[config.mk]
export PLATFORM = sky130hd
export DESIGN_NAME = spike_aer_arbiter_flat
export DESIGN_NICKNAME = d
export VERILOG_FILES = /design/src/rtl/snn_pkg.sv /design/src/rtl/spike_aer_arbiter_if.sv /design/src/rtl/aer_fifo.sv /design/src/rtl/spike_aer_arbiter.sv /design/src/flat_wrapper.sv
export SDC_FILE = /design/constraint.sdc
export NUM_CORES = 1
export LEC_CHECK = 0
export BUFFER_PORTS_ARGS = -buffer_cell sky130_fd_sc_hd__buf_4
export CAP_MARGIN = 15
export CORE_MARGIN = 2
export CORE_UTILIZATION = 55
export CTS_BUF_LIST = sky130_fd_sc_hd__clkbuf_2 sky130_fd_sc_hd__clkbuf_4 sky130_fd_sc_hd__clkbuf_8
export CTS_CLUSTER_SIZE = 28
export DETAILED_ROUTE_END_ITERATION = 16
export GPL_TIMING_DRIVEN = 1
export PLACE_DENSITY = 0.74
export SLEW_MARGIN = 20
export SYNTH_ARGS = -nofsm -noshare
export SYNTH_HDL_FRONTEND = slang
export SYNTH_HIERARCHICAL = 1
export SYNTH_SLANG_ARGS = --single-unit
[constraint.sdc]
create_clock -name clk -period 9.97 [get_ports clk]
set_input_delay 1.994 -clock clk [delete_from_list [all_inputs] [get_ports clk]]
set_output_delay 1.994 -clock clk [all_outputs]
set_load 0.01 [all_outputs]
[src/rtl/snn_pkg.sv]
// Shared AER types and helpers for the spiking-neuron event path.
// Default widths match the 16-neuron, 8-bit timestep configuration.
package snn_pkg;

    localparam int AER_ADDR_WIDTH = 4;
    localparam int AER_TS_WIDTH   = 8;

    typedef struct packed {
        logic [AER_ADDR_WIDTH-1:0] addr;
        logic [AER_TS_WIDTH-1:0]   ts;
    } aer_event_t;

    function automatic int rr_next(input int idx, input int n);
        return (idx + 1 >= n) ? 0 : idx + 1;
    endfunction

endpackage

[src/rtl/spike_aer_arbiter_if.sv]
// AER output stream: valid/ready handshake with address and timestep.
// master drives the event, slave accepts it.
interface spike_aer_arbiter_if
    import snn_pkg::*;
#(
    parameter int ADDR_WIDTH = AER_ADDR_WIDTH,
    parameter int TS_WIDTH   = AER_TS_WIDTH
);

    logic                  valid;
    logic                  ready;
    logic [ADDR_WIDTH-1:0] addr;
    logic [TS_WIDTH-1:0]   ts;

    modport master (
        output valid,
        output addr,
        output ts,
        input  ready
    );

    modport slave (
        input  valid,
        input  addr,
        input  ts,
        output ready
    );

endinterface

[src/rtl/aer_fifo.sv]
// Synchronous first-word-fall-through FIFO with occupancy count.
// Head reads as zero while empty so the stream is clean after reset.
module aer_fifo #(
    parameter int WIDTH = 4,
    parameter int DEPTH = 8
) (
    input  logic                     clk,
    input  logic                     rst,
    input  logic                     push,
    input  logic [WIDTH-1:0]         din,
    input  logic                     pop,
    output logic [WIDTH-1:0]         dout,
    output logic                     valid,
    output logic [$clog2(DEPTH):0]   count
);

    localparam int AW = $clog2(DEPTH);
    localparam int CW = AW + 1;

    logic [WIDTH-1:0] mem [DEPTH];
    logic [AW-1:0]    wr_ptr;
    logic [AW-1:0]    rd_ptr;
    logic             do_push;
    logic             do_pop;

    assign valid   = count != '0;
    assign do_push = push && (count != CW'(DEPTH));
    assign do_pop  = pop && valid;
    assign dout    = valid ? mem[rd_ptr] : '0;

    always_ff @(posedge clk) begin
        if (do_push) begin
            mem[wr_ptr] <= din;
        end
    end

    always_ff @(posedge clk) begin
        if (rst) begin
            wr_ptr <= '0;
            rd_ptr <= '0;
            count  <= '0;
        end else begin
            if (do_push) begin
                wr_ptr <= wr_ptr + 1'b1;
            end
            if (do_pop) begin
                rd_ptr <= rd_ptr + 1'b1;
            end
            unique case ({do_push, do_pop})
                2'b10:   count <= count + 1'b1;
                2'b01:   count <= count - 1'b1;
                default: count <= count;
            endcase
        end
    end

endmodule

[src/rtl/spike_aer_arbiter.sv]
// Round-robin AER arbiter: latches neuron spikes, grants one per cycle into a FIFO.
// Define SPIKE_AER_TS_EN to keep a timestep counter and stamp each event.
module spike_aer_arbiter
    import snn_pkg::*;
#(
    parameter int NUM_NEURONS = 16,
    parameter int ADDR_WIDTH  = AER_ADDR_WIDTH,
    parameter int FIFO_DEPTH  = 8,
    parameter int TS_WIDTH    = AER_TS_WIDTH,
    parameter int DROP_WIDTH  = 8
) (
    input  logic                          clk,
    input  logic                          rst,
    input  logic [NUM_NEURONS-1:0]        in_spike,
    input  logic                          ts_tick,
    spike_aer_arbiter_if.master           aer,
    output logic [$clog2(FIFO_DEPTH):0]   fifo_count,
    output logic [DROP_WIDTH-1:0]         drop_cnt,
    output logic                          busy
);

    localparam int CW = $clog2(FIFO_DEPTH) + 1;
    localparam int SW = DROP_WIDTH + 9;
    localparam logic [DROP_WIDTH-1:0] DROP_MAX = '1;
`ifdef SPIKE_AER_TS_EN
    localparam int EW = ADDR_WIDTH + TS_WIDTH;
`else
    localparam int EW = ADDR_WIDTH;
`endif

    logic [NUM_NEURONS-1:0] pending;
    logic [NUM_NEURONS-1:0] pending_d;
    logic [NUM_NEURONS-1:0] gmask;
    logic [NUM_NEURONS-1:0] merges;
    logic [ADDR_WIDTH-1:0]  rr_ptr;
    logic [ADDR_WIDTH-1:0]  gnt_idx;
    logic                   gnt_vld;
    logic                   fifo_full;
    logic                   fifo_valid;
    logic [SW-1:0]          drop_sum;
    logic [DROP_WIDTH-1:0]  drop_d;
    logic [EW-1:0]          push_data;
    logic [EW-1:0]          head;

    assign fifo_full = fifo_count == CW'(FIFO_DEPTH);

    // First pending neuron at or after rr_ptr, wrapping; stalls when full.
    always_comb begin
        int j;
        j       = 0;
        gnt_vld = 1'b0;
        gnt_idx = '0;
        for (int k = 0; k < NUM_NEURONS; k++) begin
            j = int'(rr_ptr) + k;
            if (j >= NUM_NEURONS) begin
                j = j - NUM_NEURONS;
            end
            if (!gnt_vld && pending[ADDR_WIDTH'(j)]) begin
                gnt_vld = 1'b1;
                gnt_idx = ADDR_WIDTH'(j);
            end
        end
        if (fifo_full) begin
            gnt_vld = 1'b0;
        end
    end

    always_comb begin
        gmask = '0;
        if (gnt_vld) begin
            gmask[gnt_idx] = 1'b1;
        end
        merges    = in_spike & pending & ~gmask;
        pending_d = (pending & ~gmask) | in_spike;
        drop_sum  = SW'(drop_cnt) + SW'($countones(merges));
        drop_d    = (drop_sum > SW'(DROP_MAX)) ? DROP_MAX
                                               : drop_sum[DROP_WIDTH-1:0];
    end

    always_ff @(posedge clk) begin
        if (rst) begin
            pending  <= '0;
            rr_ptr   <= '0;
            drop_cnt <= '0;
        end else begin
            pending  <= pending_d;
            drop_cnt <= drop_d;
            if (gnt_vld) begin
                rr_ptr <= ADDR_WIDTH'(rr_next(int'(gnt_idx), NUM_NEURONS));
            end
        end
    end

`ifdef SPIKE_AER_TS_EN
    logic [TS_WIDTH-1:0] ts;

    always_ff @(posedge clk) begin
        if (rst) begin
            ts <= '0;
        end else if (ts_tick) begin
            ts <= ts + 1'b1;
        end
    end

    assign push_data = {gnt_idx, ts};
    assign aer.addr  = head[EW-1 -: ADDR_WIDTH];
    assign aer.ts    = head[TS_WIDTH-1:0];
`else
    logic unused_ts_tick;

    assign unused_ts_tick = ts_tick;
    assign push_data      = gnt_idx;
    assign aer.addr       = head;
    assign aer.ts         = TS_WIDTH'(0);
`endif

    aer_fifo #(
        .WIDTH (EW),
        .DEPTH (FIFO_DEPTH)
    ) u_fifo (
        .clk   (clk),
        .rst   (rst),
        .push  (gnt_vld),
        .din   (push_data),
        .pop   (aer.ready),
        .dout  (head),
        .valid (fifo_valid),
        .count (fifo_count)
    );

    assign aer.valid = fifo_valid;
    assign busy      = (|pending) | (fifo_count != '0);

endmodule

[src/flat_wrapper.sv]
// flat-port wrapper written by rule: the top's interface ports become plain ports
module spike_aer_arbiter_flat import snn_pkg::*;
#(
    parameter int NUM_NEURONS = 16,
    parameter int ADDR_WIDTH  = AER_ADDR_WIDTH,
    parameter int FIFO_DEPTH  = 8,
    parameter int TS_WIDTH    = AER_TS_WIDTH,
    parameter int DROP_WIDTH  = 8
)
  (clk, rst, in_spike, ts_tick, fifo_count, drop_cnt, busy, aer_valid, aer_addr, aer_ts, aer_ready);
  spike_aer_arbiter_if #(.ADDR_WIDTH(ADDR_WIDTH), .TS_WIDTH(TS_WIDTH)) aer_i ();
  input  logic clk;
  input  logic rst;
  input  logic [NUM_NEURONS-1:0] in_spike;
  input  logic ts_tick;
  output logic [$clog2(FIFO_DEPTH):0] fifo_count;
  output logic [DROP_WIDTH-1:0] drop_cnt;
  output logic busy;
  output wire logic [$bits(aer_i.valid)-1:0] aer_valid;
  output wire logic [$bits(aer_i.addr)-1:0] aer_addr;
  output wire logic [$bits(aer_i.ts)-1:0] aer_ts;
  input wire logic [$bits(aer_i.ready)-1:0] aer_ready;
  assign aer_valid = aer_i.valid;
  assign aer_addr = aer_i.addr;
  assign aer_ts = aer_i.ts;
  assign aer_i.ready = aer_ready;
  spike_aer_arbiter #(.NUM_NEURONS(NUM_NEURONS), .ADDR_WIDTH(ADDR_WIDTH), .FIFO_DEPTH(FIFO_DEPTH), .TS_WIDTH(TS_WIDTH), .DROP_WIDTH(DROP_WIDTH)) u_core (.clk(clk), .rst(rst), .in_spike(in_spike), .ts_tick(ts_tick), .aer(aer_i), .fifo_count(fifo_count), .drop_cnt(drop_cnt), .busy(busy));
endmodule
==> reports/metrics.yaml <==
outcome:
  status: "finished clean"
global_routing:
  gr-usage-met2_pct: 41.71
  overflow: 0
  grtUsageTotal_pct: 24.89
  met1_usage_pct: 33.53
  grt_max_degree: 41
  antenna_found_initial: 0
  met3_usage_pct: 4.573
  grt_pass1_vias: 5048
  grt-busiest-layer: "met2"
  grt_pass1_wl_um: 25130
setup_path:
  critPathMaxStageDelay_ns: 0.80
  crit_arrival_ns: 9.19
  rrSetupSlack_ns: 1.04
  critPathRequiredTime_ns: 10.24
  critical-path-top-delay-family: "adder cells"
  critPathSlowestCell: "ha_1"
  start_kind: "flop"
  crit_top_cell: "fa_1"
  worstPathMaxFanout: 15
  end_kind: "flop"
  critPathKind: "flop to flop"
  cp.buffers_inverters: 5
logic_synthesis:
  syn_inst: 637
  ys_warn_count: 6
  synthesis.area_um2: 6355
  ys_top_cells_by_count: "a21oi_1, inv_1, nor2_1, dfxtp_1"
  yosysMostFrequentCell: "a21oi_1"
  async_flop_share_pct: 0
  yosysSeqAreaShare_pct: 28.04
  avgSynthCellArea_um2: 9.976
  yosys.area.top_type: "edfxtp_1"
  ys_ff_latch: 73
  synth_top_cell_area_share_pct: 15.12
  synth_ff_type: "dfxtp_1"
  synth.distinct_cells: 93
  synth_area_leaders: "edfxtp_1, mux4_2, dfxtp_1"
  synth_edf_count: 32
routing:
  num_vias: 5108
  drt-total-wl_um: 15160
  first_pass_iters: 5
  first_iter_violations: 327
  ant_nets: 0
  route.detailed.drc: 0
  viasPerCell: 6.369
  drt-wirelength-per-cell_um: 18.90
placement:
  placed_cells: 786
  dp_hpwl_um: 11210
  io_buffers: 36
  place_congestion: 0.9408
hold_path:
  hold_path.class: "flop to flop"
cells_and_area:
  n_antenna_cell: 0
  nFillCells: 967
  final_core_util_pct: 60.09
  syn_to_final_growth_pct: 7.501
  seqCellArea_um2: 1782
  fin_cells: 802
  fin_nets: 710
  drive_gt1_share_pct: 22.15
  multi_input_area_um2: 4144
die:
  core_um2: 11370
  die_w_um: 111.5
  pin_count: 46
  initial_core_util_pct: 55.89
  die-area_um2: 12430
  placementRows: 39
  die_h_um: 111.5
clock_tree:
  cts_resized: 0
  cts_setup_buffers: 0
  ctsHtreeMaxLevel: 3
  clkSlewWorstSetupHoldPaths_ns: 0.08
  hold_buffers: 0
  clock-sinks: 73
  clock_tree.buffer_depth: 2
  cts_tree: "yes"
  cts_root_buffer: "clkbuf_8"
  clkLatencyLatePin_ns: 0.34
  numCtsBuffers: 9
timing:
  fmax_ghz: 0.1120
  tightest_slew_ns: 0.7151
  fin_crit_ns: 8.927
  rsz0062_at_grt: "false"
  period_share_pct: 89.54
  setup_viol: 0
  finalSetupTns_ns: 0
  hold_viol: 0
  drv_slew: 0
  fin_skew_ns: 0.01118
  slew_headroom_pct: 51.96
job:
  drv_cap: 0
## per-stage QoR
step	hold slack (ns)	setup WS, ns	cell area, µm²
floorplan	0.4536	1.478	6381
global placement	0.4637	1.325	6631
detailed placement	0.4757	1.174	6631
CTS	0.4856	1.142	6832
global route	0.5100	0.4578	6832
finish	0.4853	1.043	6832
## worst register-to-register path, delay by kind of cell, from the launching register on
family / cells / cell delay [ns]
AND/OR/NAND/NOR: 8 / 2.11
buffers and inverters: 5 / 0.41
AO/OA/AOI/OAI: 6 / 1.01
multiplexers: 3 / 1.14
adder cells (fa/ha/maj): 8 / 3.87
flip-flops: 1 / 0.33
## metal layers
metal / up-vias / share of wire (%)
met4: 0 / 1.2
li1: 2365 / -
met5: - / 0
met1: 2518 / 43
met3: 20 / 6.0
met2: 205 / 50
## cells in the final DEF (no fill, tap or decap), drive strengths merged, types with 5 or more instances in the layout
| cell | n |
|---|---|
| nand2b | 14 |
| nand4 | 5 |
| xor2 | 12 |
| mux2i | 32 |
| ha | 24 |
| o22ai | 5 |
| xnor2 | 6 |
| a211oi | 5 |
| and2 | 6 |
| buf | 43 |
| inv | 55 |
| nand2 | 38 |
| nand3b | 5 |
| conb | 8 |
| nor3 | 9 |
| mux2 | 16 |
| o31ai | 17 |
| mux4 | 38 |
| a21oi | 50 |
| nand3 | 9 |
| or2 | 13 |
| edfxtp | 32 |
| fa | 12 |
| o21ai | 23 |
| dfxtp | 41 |
| nor2b | 10 |
| a22o | 5 |
| clkbuf | 9 |
| nor2 | 49 |
## state kept, by name, indices dropped and copies added (netlist names), named ones only
| register | count |
|---|---|
| u_core/u_fifo/mem | 32 |
| u_core/pending | 16 |
| u_core/drop_cnt | 8 |
| u_core/rr_ptr | 4 |
| u_core/u_fifo/count | 4 |
| u_core/u_fifo/rd_ptr | 3 |
| u_core/u_fifo/wr_ptr | 3 |
## final timing paths
kind,from,end,cells after the start
worst max-delay path,u_core/rr_ptr[1],u_core/drop_cnt[1],30
worst max register to register,u_core/rr_ptr[1],u_core/drop_cnt[1],30
worst min register to register,u_core/u_fifo/wr_ptr[0],u_core/u_fifo/wr_ptr[0],2
worst min-delay path,u_core/u_fifo/wr_ptr[0],u_core/u_fifo/wr_ptr[0],2
## cell families after synthesis
family,count (synthesis),share of synthesized area [%]
AO/OA/AOI/OAI,151,16.64
flip-flops,73,28.04
adder cells (fa/ha/maj),36,8.506
buffers and inverters,97,7.167
multiplexers,86,21.72
XOR/XNOR,18,2.953
other,1,0.05901
AND/OR/NAND/NOR,175,14.92
## area by class of cell
cell class / count / area share (%)
clock buffers: 9 / 1.813
well taps: 143 / 2.619
inverters: 53 / 2.985
repair buffers: 43 / 4.725
multi-input cells: 474 / 60.66
clock inverters: 7 / 1.117
flip-flops and latches: 73 / 26.08
Power is not shown: default switching activity piles up to over one toggle a cycle in this logic, so the estimate is an artifact.
